===== config.mk =====
export PLATFORM = sky130hd
export DESIGN_NAME = wwm_state_machine
export DESIGN_NICKNAME = d
export VERILOG_FILES = /design/src/rtl/wwm_pkg.sv /design/src/rtl/wwm_btn_edge.sv /design/src/rtl/wwm_state_machine.sv
export SDC_FILE = /design/constraint.sdc
export NUM_CORES = 1
export LEC_CHECK = 0
export BUFFER_PORTS_ARGS = -buffer_cell sky130_fd_sc_hd__buf_2
export CAP_MARGIN = 30
export CORE_MARGIN = 3
export CORE_UTILIZATION = 25
export DETAILED_ROUTE_END_ITERATION = 8
export HOLD_SLACK_MARGIN = 0.05
export PLACE_DENSITY = 0.42
export RECOVER_POWER = 25
export SETUP_SLACK_MARGIN = 0.1
export SKIP_LAST_GASP = 1
export SLEW_MARGIN = 20
export SYNTH_ARGS = -nofsm -noshare
export SYNTH_HDL_FRONTEND = slang
export SYNTH_SLANG_ARGS = --single-unit
export TNS_END_PERCENT = 50

===== constraint.sdc =====
create_clock -name clk -period 2.8 [get_ports clk]
set_clock_uncertainty 0.15 [all_clocks]
set_input_delay 0.14 -clock clk [delete_from_list [all_inputs] [get_ports clk]]
set_output_delay 0.14 -clock clk [all_outputs]
set_load 0.02 [all_outputs]

===== src/rtl/wwm_pkg.sv =====
// Shared constants for the World War Math game-flow controller: one-hot
// state encoding and screen geometry.
package wwm_pkg;

  typedef enum logic [3:0] {
    ST_I       = 4'b0001,
    ST_P1SHOOT = 4'b0010,
    ST_ANIMATE = 4'b0100,
    ST_DONE    = 4'b1000
  } state_e;

  localparam int GROUND_Y  = 472;
  localparam int X_MAX     = 639;
  localparam int X_INITIAL = 213;
  localparam int Y_INITIAL = 472;

endpackage


===== src/rtl/wwm_btn_edge.sv =====
// Registers a raw button level and flags a rising edge between the last two
// samples; both samples reset high so a button held through reset is not a press.
module wwm_btn_edge (
  input  logic clk,
  input  logic rst,
  input  logic btn_i,
  output logic press_o
);

  logic cur_q, prev_q;

  always_ff @(posedge clk or posedge rst) begin
    if (rst) begin
      cur_q  <= 1'b1;
      prev_q <= 1'b1;
    end else begin
      cur_q  <= btn_i;
      prev_q <= cur_q;
    end
  end

  assign press_o = cur_q & ~prev_q;

endmodule


===== src/rtl/wwm_state_machine.sv =====
// Game-flow controller: Idle -> P1Shoot -> Animate -> Done -> Idle, advanced by
// button presses and by the projectile landing, leaving the screen or timing out.
module wwm_state_machine
  import wwm_pkg::*;
#(
  parameter int GROUND_Y     = wwm_pkg::GROUND_Y,
  parameter int X_MAX        = wwm_pkg::X_MAX,
  parameter int ANIM_TIMEOUT = 200000000,
  parameter int CNT_W        = 28
) (
  input  logic       clk,
  input  logic       Reset,
  input  logic       Start,
  input  logic       Fire,
  input  logic       Ack,
  input  logic [3:0] vX,
  input  logic [3:0] vY,
  input  logic [9:0] projectileCenterX,
  input  logic [9:0] projectileCenterY,
  output logic       q_I,
  output logic       q_P1Shoot,
  output logic       q_Animate,
  output logic       q_Done
);

  logic start_p, fire_p, ack_p;

  wwm_btn_edge u_start (.clk(clk), .rst(Reset), .btn_i(Start), .press_o(start_p));
  wwm_btn_edge u_fire  (.clk(clk), .rst(Reset), .btn_i(Fire),  .press_o(fire_p));
  wwm_btn_edge u_ack   (.clk(clk), .rst(Reset), .btn_i(Ack),   .press_o(ack_p));

  state_e             state_q, state_d;
  logic [CNT_W-1:0]   cnt_q, cnt_d;
  logic               air_q, air_d;
  logic               below_ground, landed, off_right, timed_out;

  assign below_ground = projectileCenterY < 10'(GROUND_Y);
  assign landed       = air_q && !below_ground;
  assign off_right    = projectileCenterX >= 10'(X_MAX);
  assign timed_out    = cnt_q == CNT_W'(ANIM_TIMEOUT - 1);

  always_ff @(posedge clk or posedge Reset) begin
    if (Reset) begin
      state_q <= ST_I;
      cnt_q   <= '0;
      air_q   <= 1'b0;
    end else begin
      state_q <= state_d;
      cnt_q   <= cnt_d;
      air_q   <= air_d;
    end
  end

  // Counter and airborne flag only run in Animate, so they are already clear on entry.
  always_comb begin
    cnt_d = '0;
    air_d = 1'b0;
    if (state_q == ST_ANIMATE) begin
      cnt_d = cnt_q + 1'b1;
      air_d = air_q | below_ground;
    end
  end

  always_comb begin
    state_d = state_q;
    unique case (state_q)
      ST_I:       if (start_p) state_d = ST_P1SHOOT;
      ST_P1SHOOT: if (fire_p && ({vX, vY} != 8'd0)) state_d = ST_ANIMATE;
      ST_ANIMATE: if (landed || off_right || timed_out) state_d = ST_DONE;
      ST_DONE:    if (ack_p) state_d = ST_I;
      default:    state_d = ST_I;
    endcase
  end

  always_comb begin
    {q_Done, q_Animate, q_P1Shoot, q_I} = state_q;
  end

endmodule


### Yosys cells after proc, flatten, opt, wreduce, memory -nomap -nowiden

Cells that the tools add are included.
W data, S select, Z words.

* register bits: 39
* input port bits: 33

* add/subtract/negate cells: 1
* $lt $le $gt $ge: 2
* equality and inequality tests: 9
* mux-type cells: 7
* bitwise gates (word level): 7
* reduce and logical (&&, ||, !) cells: 7

Operators with widths (number)
* $add A28 B1 Y28 const B: 1
* $eq A28 B28 Y1 const B: 1
* $mux W28: 1
* $mux W4: 4
* $pmux W4 S4: 1
* $ge A10 B10 Y1 const B: 1
* $lt A10 B9 Y1 const B: 1
* $reduce_bool A8 Y1: 1
* $ne A2 B2 Y1 const B: 3
* $eq A4 B1 Y1 const B: 1
* $eq A4 B2 Y1 const B: 1
* $eq A4 B3 Y1 const B: 1
* $eq A4 B4 Y1 const B: 1
* $reduce_and A4 Y1: 1
* $and A1 B1 Y1: 3
* $not A1 Y1: 3
* $logic_and A1 B1 Y1: 2
* $logic_or A1 B1 Y1: 2
* $ne A2 B1 Y1 const B: 1
* $logic_not A1 Y1: 1
* $mux W1: 1
* $or A1 B1 Y1: 1

### Depth between registers and ports, before layout

* word-level depth: 7
* depth in mapped cells: 7
* gate-level depth less buffers: 5

### Modules after synthesis

A second synthesis with hierarchy kept.

* cells, all modules: 209
* area, all modules: 2004.4 µm²

Modules (own cells, without submodules)
* wwm_state_machine: instances 1, cells each 197, area an instance 1794.2 µm², seq. area each 827.0 µm²
* wwm_btn_edge: instances 3, cells each 4, area an instance 70.1 µm², seq. area each 52.6 µm²

### Worst setup path after synthesis

No wires, ideal clock.

* kind: reg2reg
* start point: register cnt_q[0]
* end point: register cnt_q[12]
* data arrival time: 1.767 ns
* required time: 2.572 ns
* slack: 0.805 ns
* cell stages (with the launch flop): 8
* path buffers: 2
* cells stage by stage: dfrtp_1 ha_1 and3_1 clkbuf_1 nand4_1 clkbuf_1 or3_2 a21oi_1

* longest elaborated chain between the ends: 2

RTL lines
* start, declared: line wwm_state_machine.sv:33 `logic [CNT_W-1:0] cnt_q, cnt_d;`
* start signal, assigned: line wwm_state_machine.sv:49 `cnt_q <= cnt_d;`
* $add A28 B1 Y28: line wwm_state_machine.sv:59 `cnt_d = cnt_q + 1'b1;`
* $mux W28: line wwm_state_machine.sv:58 `if (state_q == ST_ANIMATE) begin`
* named net cnt_d[12]: line wwm_state_machine.sv:33

The timed path passes the listed nets, and every way through them passes these cells.
A chain may end at the register's enable or synchronous reset.

### Worst setup path after layout

* start point: register cnt_q[19]
* end point: register cnt_q[26]

The elaborated chain is that of the path after synthesis.

==> impl_metrics.tcl <==
set metrics [dict create \
    cts_resized 0 \
    clock_sinks 39 \
    pre_cts_slack_ns 0.725 \
    max_slew_margin 0.326 \
    io_buffers 33 \
    reg_top3 "cnt_q: 28 flops, state_q: 4 flops" \
    grt_start_max_net_pins 40 \
    synth_top_area_cell "dfrtp_1" \
    cp.required_ns 2.86 \
    endpoint "cnt_q[26]" \
    vias_per_cell 4.84 \
    hp-class "input pin to register" \
    drt_wl_total_um 4320 \
    p_leak_nw 0.910 \
    grt_pass1_vias 1575 \
    cp_num_cells 4 \
    switching_share 0.201 \
    n_fill_cell 801 \
    timing.hold.ws_ns 0.0862 \
    setup_viol 0 \
    reg2reg_slack_ns 0.73 \
    grt_pass1_wl_um 7400 \
    largest_reg_flops 28 \
    yosysWarnings 0 \
    setup_slack_ns 0.730 \
    end_kind "register" \
    timing.critical_path.from "cnt_q[19]" \
    syn_area_um2 1930 \
    maxSlewViolCount 0 \
    max_stage_delay_ns 0.58 \
    clock.fmax_mhz 483 \
    grtUsageMet3 0.0248 \
    die_y_um 94.0 \
    grt_overflow 0 \
    cts_tree "yes" \
    syn_avg_cell_area_um2 9.62 \
    path_buf_inv 0 \
    rsz0062_at_grt "false" \
    clk_path_buf_depth 2 \
    r2r-end "cnt_q[26]" \
    synth_cells 201 \
    use_met2 0.171 \
    use_met1 0.137 \
    status "completed" \
    post-route-drc-count 0 \
    core_area_um2 7370 \
    setup_tns_ns 0 \
    hold_viol 0 \
    r2r_cells 4 \
    ir_worst_vdd_v 0.000218 \
    seq_power_share 0.484 \
    final_layout_size_suffix_gt1_frac 0.235 \
    worst_slew_pin_slew_ns 1.01 \
    worstPathCellList "nand4_1 -> or4_1 -> or4_1 -> a21oi_1" \
    place.gp.congestion 0.696 \
    period_share 0.739 \
    clkLatencyLatePin_ns 0.29 \
    top_usage_layer "met2" \
    drtIter0Drc 39 \
    start_util 0.262 \
    final_net_count 276 \
    critPathKind "register to register" \
    syn2layout_area_growth_pct 24.2 \
    die_w_um 94.0 \
    reg2reg_from "cnt_q[19]" \
    io_pins 37 \
    synth_top_area_frac 0.414 \
    clk_pin_slew_ns 0.08 \
    wire_per_inst_um 12.6 \
    switching_power_mw 0.241 \
    cts_buffers 5 \
    track_usage 0.105 \
    via_count 1655 \
    critPathArrivalTime_ns 2.13 \
    row_count 31 \
    die_area_um2 8830 \
    synth.distinct_cells 39 \
    synth_seq_area_share 0.509 \
    worst_path_max_delay_cell "or4_1" \
    path_common_cell "or4_1" \
    first_pass_iters 4 \
    n_antenna_cell 0 \
    cts_max_level 2 \
    max_cap_violations 0 \
    intPower_mw 0.961 \
    p_per_area_nw_per_um2 501 \
    crit_path_start_kind "register" \
    synth-seq-cells 39 \
    ant_nets 0 \
    antenna_found_initial 0 \
    hpwlAfterDp_um 2920 \
    root_buffer "clkbuf_8" \
    regMostFlops "cnt_q" \
    pwr-share-clk 0.467 \
    path_max_fanout 7 \
    synth_nets 235 \
    finalWorstPathRequiredPeriod_ns 2.07 \
    synth.area.top_cells "dfrtp_1, dfstp_2, a21oi_1, or4_1, o31ai_1" \
    critPathTopFamily "simple AND/OR/NAND/NOR gates" \
    post_cts_buffers 0 \
    p_total_mw 1.20 \
    share_comb_of_total_power 0.049 \
]
metrics by stage:
step / cell area, um2 / cells / util
2_1_floorplan: 1930 / 201 / -
3_3_place_gp: 2220 / 329 / 0.302
3_5_place_dp: 2220 / 329 / 0.302
4_1_cts: 2400 / 342 / 0.326
5_1_grt: 2400 / 342 / 0.326
6_report: 2400 / 342 / 0.326
worst register-to-register path, cell delays in order, from the launching register on:
cell     delay [ns]
dfrtp_1        0.46
nand4_1        0.18
or4_1          0.58
or4_1          0.48
a21oi_1        0.15
power by group through the flow:
stage               logic (mW)  clock network (mW)  registers [mW]
floorplan               0.0209                   0           0.596
global placement        0.0553                   0           0.593
detailed placement      0.0553                   0           0.593
CTS                     0.0609               0.578           0.582
global route            0.0663               0.609           0.584
finish                  0.0585               0.562           0.582
cell usage after synthesis:
cell and number:
nor4b_1 1, xnor2_1 3, or4_4 1, nand3_2 1, or2_2 2, dfstp_2 7, nand2_1 11, o21ai_0 8
nor2_1 16, o31ai_1 10, a211o_1 1, clkbuf_1 7, inv_1 9, a21oi_1 19, o2bb2ai_1 1, nor3b_1 1
nor3_1 3, a2111oi_0 1, clkbuf_2 1, and2_1 1, dfrtp_1 32, o41ai_1 1, or3_1 5, nand4b_1 1
and3_2 1, o21bai_1 1, a22oi_1 1, and4_1 3, nor4_1 3, nand4_1 9, o21a_1 2, and3_1 2
xor2_1 7, nand2b_1 2, nand3_1 12, ha_1 1, nor2b_1 2, or3_2 1, or4_1 11
placed cells by master (no fill, tap or decap), drive strengths merged:
cell and count:
nor4 3, nand4 9, or2 2, nor2b 2
a22oi 1, nand2 11, and3 3, and2 1
or3 6, and4 3, nor4b 1, o31ai 10
or4 12, inv 9, bufinv 2, buf 36
nand4b 1, o41ai 1, a211o 1, nor3 3
ha 1, xnor2 3, o21ai 8, xor2 7
o2bb2ai 1, a21oi 19, dlygate4sd3 5, nand2b 2
clkbuf 7, o21bai 1, o21a 2, a2111oi 1
dfrtp 32, nor2 16, dfstp 7, nand3 13
nor3b 1
metal layers:
layer  part of all wire  vias up
li1                   -      822
met3              0.038        5
met4              0.011        0
met5                  0        -
met2               0.45       27
met1               0.50      801
how the worst min path moves through the flow:
stage	startpoint	to	cells past startpoint	slack [ns]
final	projectileCenterY[5]	air_q	4	0.09
after global routing	projectileCenterY[5]	air_q	4	0.11
after CTS	projectileCenterY[5]	air_q	4	0.09
after detailed placement	Start	u_start.cur_q	1	0.1
after global placement	Start	u_start.cur_q	1	0.1
after floorplan	Ack	u_ack.cur_q	0	-0.006
timing repair:
item | in CTS | in global routing
hold endpoints to repair | 36 | 0
endpoints found under the setup margin | 0 | 0
hold buffers | 5 | 0
kinds of logic (layout without fill, tap and decap cells):
| group | count (synthesis) | in the layout | share of synthesized area |
|---|---|---|---|
| AND/OR/NAND/NOR | 89 | 89 | 0.263 |
| flip-flops | 39 | 39 | 0.509 |
| buffers and inverters | 17 | 59 | 0.0336 |
| AO/OA/AOI/OAI | 45 | 45 | 0.142 |
| XOR/XNOR | 10 | 10 | 0.0453 |
| adder cells (fa/ha/maj) | 1 | 1 | 0.00647 |
area by class of cell:
type	count	area, um2	share of cell area
flip-flops and latches	39	985	0.410
multi-input cells	145	885	0.368
repair buffers	42	243	0.101
well taps	99	124	0.0516
clock inverters	2	60.1	0.0250
clock buffers	6	72.6	0.0302
inverters	9	33.8	0.0141
Note: power is estimated with default switching activity, not from simulation.
